--- src/rtl/writeback_stage_pkg.sv ---
// rtl/writeback_stage_pkg.sv - shared core encodings for write-back result selection and load types
// Purpose: core-wide constants and the MEM/WB pipeline record.
//   RES_*    result-select encodings (RES_ALU, RES_MEM, RES_PC4)
//   LD_*     load-type encodings (LD_W, LD_H, LD_HU, LD_B, LD_BU)
//   REG_ZERO hard-wired zero register index
//   wb_reg_t contents of the MEM/WB pipeline register
package writeback_stage_pkg;

    localparam logic [1:0] RES_ALU = 2'b00;
    localparam logic [1:0] RES_MEM = 2'b01;
    localparam logic [1:0] RES_PC4 = 2'b10;

    localparam logic [2:0] LD_W  = 3'b000;
    localparam logic [2:0] LD_H  = 3'b001;
    localparam logic [2:0] LD_HU = 3'b010;
    localparam logic [2:0] LD_B  = 3'b011;
    localparam logic [2:0] LD_BU = 3'b100;

    localparam logic [4:0] REG_ZERO = 5'd0;

    typedef struct packed {
        logic        valid;
        logic        reg_write;
        logic [1:0]  result_sel;
        logic [2:0]  load_type;
        logic [31:0] alu_result;
        logic [31:0] read_data;
        logic [31:0] pc_plus4;
        logic [4:0]  write_reg;
    } wb_reg_t;

endpackage

--- src/rtl/load_extender.sv ---
// rtl/load_extender.sv - little-endian byte/halfword extraction with sign/zero extension
// Purpose: combinational load data alignment, shared by any load return path.
// Ports:
//   i_load_type  load-type encoding (LD_*); unknown codes behave as LD_W
//   i_off        byte offset within the word (effective address [1:0])
//   i_word       raw aligned word from memory
//   o_data       extended load value
import writeback_stage_pkg::*;

module load_extender (
    input  logic [2:0]  i_load_type,
    input  logic [1:0]  i_off,
    input  logic [31:0] i_word,
    output logic [31:0] o_data
);

    logic [15:0] w_half;
    logic [7:0]  w_byte;

    always_comb begin
        w_half = i_off[1] ? i_word[31:16] : i_word[15:0];
        case (i_off)
            2'd0:    w_byte = i_word[7:0];
            2'd1:    w_byte = i_word[15:8];
            2'd2:    w_byte = i_word[23:16];
            default: w_byte = i_word[31:24];
        endcase
    end

    always_comb begin
        case (i_load_type)
            LD_H:    o_data = {{16{w_half[15]}}, w_half};
            LD_HU:   o_data = {16'h0000, w_half};
            LD_B:    o_data = {{24{w_byte[7]}}, w_byte};
            LD_BU:   o_data = {24'h000000, w_byte};
            default: o_data = i_word;
        endcase
    end

endmodule

--- src/rtl/writeback_stage.sv ---
// rtl/writeback_stage.sv - MEM/WB pipeline register and register-file write-back driver
// Purpose: registers the MEM stage, extends load data, selects the write-back value,
// drives the register file write port (committed on the falling edge) and a forwarding tap.
// Optional: WB_RETIRE_COUNT_EN adds a retired-instruction counter output.
// Ports:
//   clk, rst             clock; synchronous active-high reset
//   stall, flush         hold WB / load a bubble (flush wins)
//   mem_*                MEM stage instruction fields
//   we3, a3, wd3         register file write port
//   fwd_valid/reg/data   forwarding tap, identical to we3/a3/wd3
//   misalign             WB holds a misaligned load (write suppressed)
//   retire_count         instructions leaving WB (WB_RETIRE_COUNT_EN only)
import writeback_stage_pkg::*;

module writeback_stage #(
    parameter int DATA_W = 32,
    parameter int REG_AW = 5
) (
    input  logic              clk,
    input  logic              rst,
    input  logic              stall,
    input  logic              flush,
    input  logic              mem_valid,
    input  logic              mem_reg_write,
    input  logic [1:0]        mem_result_sel,
    input  logic [2:0]        mem_load_type,
    input  logic [DATA_W-1:0] mem_alu_result,
    input  logic [DATA_W-1:0] mem_read_data,
    input  logic [DATA_W-1:0] mem_pc_plus4,
    input  logic [REG_AW-1:0] mem_write_reg,
    output logic              we3,
    output logic [REG_AW-1:0] a3,
    output logic [DATA_W-1:0] wd3,
    output logic              fwd_valid,
    output logic [REG_AW-1:0] fwd_reg,
    output logic [DATA_W-1:0] fwd_data,
    output logic              misalign
`ifdef WB_RETIRE_COUNT_EN
    ,
    output logic [31:0]       retire_count
`endif
);

    wb_reg_t     r_wb;
    logic [31:0] w_load_data;
    logic [1:0]  w_off;
    logic        w_is_half;
    logic        w_is_word;
    logic        w_misalign;
    logic        w_we;
    logic [31:0] w_wd;

    // A flush bubble is simply an all-zero record, same as reset.
    always_ff @(posedge clk) begin
        if (rst || flush) begin
            r_wb <= '0;
        end else if (!stall) begin
            r_wb.valid      <= mem_valid;
            r_wb.reg_write  <= mem_reg_write;
            r_wb.result_sel <= mem_result_sel;
            r_wb.load_type  <= mem_load_type;
            r_wb.alu_result <= mem_alu_result;
            r_wb.read_data  <= mem_read_data;
            r_wb.pc_plus4   <= mem_pc_plus4;
            r_wb.write_reg  <= mem_write_reg;
        end
    end

    assign w_off = r_wb.alu_result[1:0];

    load_extender u_load_extender (
        .i_load_type (r_wb.load_type),
        .i_off       (w_off),
        .i_word      (r_wb.read_data),
        .o_data      (w_load_data)
    );

    // Unknown load types extract as a word, so they also check word alignment.
    always_comb begin
        w_is_half = (r_wb.load_type == LD_H) || (r_wb.load_type == LD_HU);
        w_is_word = !(w_is_half || (r_wb.load_type == LD_B) || (r_wb.load_type == LD_BU));
        w_misalign = r_wb.valid && (r_wb.result_sel == RES_MEM) &&
                     ((w_is_word && (w_off != 2'd0)) || (w_is_half && w_off[0]));
    end

    always_comb begin
        case (r_wb.result_sel)
            RES_MEM: w_wd = w_load_data;
            RES_PC4: w_wd = r_wb.pc_plus4;
            default: w_wd = r_wb.alu_result;
        endcase
    end

    // r0 writes are dropped here so the forwarding tap never advertises r0.
    assign w_we = r_wb.valid && r_wb.reg_write && (r_wb.write_reg != REG_ZERO) && !w_misalign;

    assign we3       = w_we;
    assign a3        = r_wb.write_reg;
    assign wd3       = w_wd;
    assign fwd_valid = w_we;
    assign fwd_reg   = r_wb.write_reg;
    assign fwd_data  = w_wd;
    assign misalign  = w_misalign;

`ifdef WB_RETIRE_COUNT_EN
    logic [31:0] r_retire_count;

    // An instruction leaves WB when it is not held, or when a flush replaces it.
    always_ff @(posedge clk) begin
        if (rst) begin
            r_retire_count <= 32'd0;
        end else if (r_wb.valid && (!stall || flush)) begin
            r_retire_count <= r_retire_count + 32'd1;
        end
    end

    assign retire_count = r_retire_count;
`endif

endmodule

--- config.mk ---
export PLATFORM = sky130hd
export DESIGN_NAME = writeback_stage
export DESIGN_NICKNAME = d
export VERILOG_FILES = /design/src/rtl/writeback_stage_pkg.sv /design/src/rtl/load_extender.sv /design/src/rtl/writeback_stage.sv
export SDC_FILE = /design/constraint.sdc
export NUM_CORES = 1
export LEC_CHECK = 0
export BUFFER_PORTS_ARGS = -buffer_cell sky130_fd_sc_hd__buf_2
export CORE_MARGIN = 3
export CORE_UTILIZATION = 55
export CTS_CLUSTER_SIZE = 14
export DETAILED_ROUTE_END_ITERATION = 8
export PLACE_DENSITY = 0.91
export SLEW_MARGIN = 30
export SYNTH_ARGS = -nofsm -noshare
export SYNTH_HDL_FRONTEND = slang
export SYNTH_SLANG_ARGS = --single-unit
--- constraint.sdc ---
create_clock -name clk -period 4.89 [get_ports clk]
set_clock_uncertainty 0.15 [all_clocks]
set_input_delay 0.7335 -clock clk [delete_from_list [all_inputs] [get_ports clk]]
set_output_delay 0.7335 -clock clk [all_outputs]
set_load 0.01 [all_outputs]
After elaboration in Yosys (flattened, before gate mapping)

Index checks and enable logic that the tools add are counted.

RAM bits: 0
Bits in registers: 108
Output and inout port bits: 77
Logic and storage cells: 37
Memories kept: 0
ROM bits: 0
Bits in latches: 0

$add $sub $neg: 0
Eq/ne operators: 8
Reductions and logical operators: 17
$lt $le $gt $ge: 0
Shift-type cells: 0
Bitwise operators: 0
Mux-type cells: 4
$mul: 0
Div/mod/pow operators: 0

Operators by type and width:

| operator           | number |
|---|---|
| $pmux 32 s4        | 1 |
| $pmux 32 s2        | 1 |
| $pmux 8 s3         | 1 |
| $mux 16            | 1 |
| $logic_and 1x1->1  | 7 |
| $eq 3x2->1 const B | 2 |
| $logic_or 1x1->1   | 5 |
| $reduce_bool 5->1  | 1 |
| $eq 2x1->1 const B | 2 |
| $eq 2x2->1 const B | 2 |
| $eq 3x1->1 const B | 1 |
| $eq 3x3->1 const B | 1 |
| $logic_not 1->1    | 2 |
| $logic_not 2->1    | 1 |
| $reduce_bool 2->1  | 1 |

Depth between registers and ports, before layout

Depth after elaboration: 10
Mapped depth: 9

By module

A second synthesis with hierarchy kept.

Cells, all modules: 667
Area total of the unflattened synthesis: 5955.7 µm²

Modules (own cells, without submodules):

| module          | cells an instance | seq. area each (µm²) | instances | area each (µm²) |
|---|---|---|---|---|
| writeback_stage | 516               | 2162.1               | 1         | 4814.6 |
| load_extender   | 151               | 0.0                  | 1         | 1141.1 |

Worst setup path after synthesis

No wires, ideal clock.

Path type: register to output
From: register r_wb[104] (netlist name)
To: output wd3[20]
Stages on the path, launching flop included: 10
Setup slack: 2.063 ns
Data required time: 4.007 ns
Data arrival time: 1.944 ns
Path through: dfxtp_1 inv_1 ha_1 clkbuf_1 nor2b_1 buf_2 o2111ai_2 buf_6 o221ai_1 buf_4

Longest elaborated chain between the ends: 2
Elaborated cells on any way between the ends: 3
Those cells by class: eq/ne: 2; mux: 1

Ends and longest elaborated chain:

| item                                            | RTL line              | RTL |
|---|---|---|
| start: declaration                              | writeback_stage.sv:44 | `wb_reg_t r_wb;` |
| $eq 2x2->1 / $eq 2x1->1 (equally long branches) | writeback_stage.sv:87 | `case (r_wb.result_sel)` |
| $pmux 32 s2 (*)                                 | writeback_stage.sv:87 |  |
| end: declaration                                | writeback_stage.sv:33 | `output logic [DATA_W-1:0] wd3,` |

Mark *: on every way between the ends. The rest lies on a longest branch, timed or not.

Final worst setup path

From: register r_wb[105] (netlist name)
To: output wd3[20]

The elaborated chain is that of the path after synthesis.

==> flow_summary.ini <==
[finish]
instances_no_fill = 866
n_antenna_cell = 0
fin_area_um2 = 6420
final_common_cell = buf_2
nets = 842
area_delta_synth_final_pct = 15.3
final_cell_mix = buf_2, nor2_1, mux2i_1, dfxtp_1, nand2_1
drive_above_1_share = 0.318

[yosys]
synth_area_um2 = 5560
ys_warn_count = 0
ys_types = 47
syn_avg_cell_area_um2 = 9.05
ys_seq_elements = 108
synth-edff-count = 0
seq_area_frac_synth = 0.389
syn-instance-count = 615
synth_top_flop_cell = dfxtp_1
synth_nets = 729
async_reset_ff_frac = 0

[worst_setup_path]
cp_num_buf_inv = 2
cp-end-kind = primary output
regToRegSetupSlack_ns = 3.56
r2r-end = r_wb[70]
slowest_delay_ns = 0.72
reg2reg_from = r_wb[70]
r2r_cells = 3
cp.required_ns = 4.01
crit_path_start_kind = register
critPathMaxFanout = 16
crit_chain = inv_1, ha_1, nor2b_1, o2111ai_4, o221ai_1, buf_2
slowest_stage = nor2b_1
worstSetupPathType = reg2out
crit_family = compound AO/OA/AOI/OAI gates
cp.arrival_ns = 3.13

[routing]
antenna_left = 0
drt_iter0_drc = 526
drtPass1Iterations = 9
vias = 5126
wire_per_inst_um = 19.1
drt_wl_total_mm = 16.5
vias_per_cell = 5.92
drc = 0

[grt]
grt_pass1_vias = 4977
antenna_found_initial = 3
grt_remaining_overflow = 0
grt_max_degree = 89
grt_pass1_wl_mm = 25.6
grt_use_total = 0.285

[clocking]
cts_tree = done
insertion_delay_ns = 0.36
clk_pin_slew_ns = 0.10
cts_resized = 0
post_cts_buffers = 0
cts.path.max_buffers = 2
htree_levels = 3
holdBufCountCts = 0
cts_root_buf = clkbuf_8
cts_made_buffers = 9
cts_sinks = 108

[timing]
tightest_slew_ns = 0.918
min_period_over_period = 0.820
finalCriticalPeriod_ns = 4.01
finalWorstSetupSlack_ns = 0.878
finalSetupTns_ns = 0
rsz0062_at_grt = no
fmax_ghz = 0.249
setup_violations = 0
hold_viol = 0
drv_slew = 0
slew_headroom = 0.388

[power]
seqPwrFrac = 0.523
p_leak_nw = 2.97
pwr-share-comb = 0.159
clkPwrFrac = 0.319
power_density_nw_per_um2 = 279
switchingPower_mw = 0.502
p_sw_frac = 0.280
p_int_mw = 1.29
ir_worst_vdd_uv = 140

[floorplan]
die_h_um = 107
core-area_um2 = 9820
ios = 189
initial_core_util = 0.567
die_w_um = 107
rows = 36
die-area_um2 = 11400

[place]
dp_cells = 850
dp_worst_setup_slack_ns = 1.07
hpwlAfterDp_mm = 12.1
port-buffer-count = 188
place_congestion = 0.967
place_area_um2 = 6190

[job]
maxCapViolCount = 0

[hold_path]
min_from = r_wb[90]
hold_path.class = reg2reg
worstHoldEndpoint = r_wb[90]
holdPathStages = 2

[run_status]
status = finished, final reports clean
## worst max-delay path by stage
stage               startpoint      end  slack (ns)  cells after the start
detailed placement   r_wb[105]  wd3[20]        1.07                      6
global route         r_wb[104]  wd3[20]        0.70                      5
floorplan            r_wb[104]  wd3[20]        2.06                      9
global placement     r_wb[105]  wd3[20]        1.31                      6
CTS                  r_wb[105]  wd3[20]        0.65                      6
finish               r_wb[105]  wd3[20]        0.88                      6
## registers in the layout, summed over array words and instances, names as in the netlist
register / flops
r_wb: 103
a3: 5
## metal layers
| metal | share of wire | track usage | up-vias |
|---|---|---|---|
| li1 | - | - | 2323 |
| met4 | 0.039 | 0.125 | 6 |
| met3 | 0.10 | 0.0650 | 59 |
| met5 | 0.0020 | 0 | - |
| met2 | 0.48 | 0.473 | 329 |
| met1 | 0.38 | 0.355 | 2409 |
## cell families after synthesis
group	count (synthesis)	synth area share
AOI/OAI and AO/OA	81	0.129
muxes	118	0.216
and+or+nand+nor	202	0.152
buffers and inverters	102	0.106
xor gates and xnor gates	2	0.00450
adders and majority gates	2	0.00450
DFF	108	0.389
## power by group through the flow
stage	sequential [mW]	clock [mW]	combinational, mW
2_1_floorplan	0.942	0	0.197
3_3_place_gp	0.953	0	0.268
3_5_place_dp	0.955	0	0.279
5_1_grt	0.939	0.617	0.308
4_1_cts	0.935	0.576	0.281
6_report	0.936	0.571	0.284
## final cells by class
cell class	count	area, µm²
Multi-Input combinational cell	405	2830
Inverter	11	41.3
Clock inverter	6	72.6
Tap cell	133	166
Fill cell	815	3400
Timing Repair Buffer	193	1010
Clock buffer	10	138
Sequential cell	108	2160
## tightest hold or removal path, delay by kind of cell (launching register included)
kind | cells | cell delay, ns
simple gates | 1 | 0.07
mux | 1 | 0.07
flops | 1 | 0.34
## metrics by stage
step                       util  hold WS [ns]  power, mW
final                     0.653         0.355       1.79
after global routing      0.653         0.392       1.86
after CTS                 0.652         0.360       1.79
after detailed placement  0.631         0.334       1.23
after global placement    0.628         0.324       1.22
after floorplan               -         0.313       1.14
## cells in the mapped netlist, drive strengths merged, types with 11 or more instances
cell type | n | area [µm²]
buf | 68 | 459
clkbuf | 23 | 87.6
dfxtp | 108 | 2160
a22oi | 14 | 105
nand2 | 51 | 191
inv | 11 | 41.3
nor2b | 12 | 75.1
mux2i | 111 | 1120
o221ai | 31 | 309
nor2 | 128 | 483
Power figures use the tool's default switching activity.
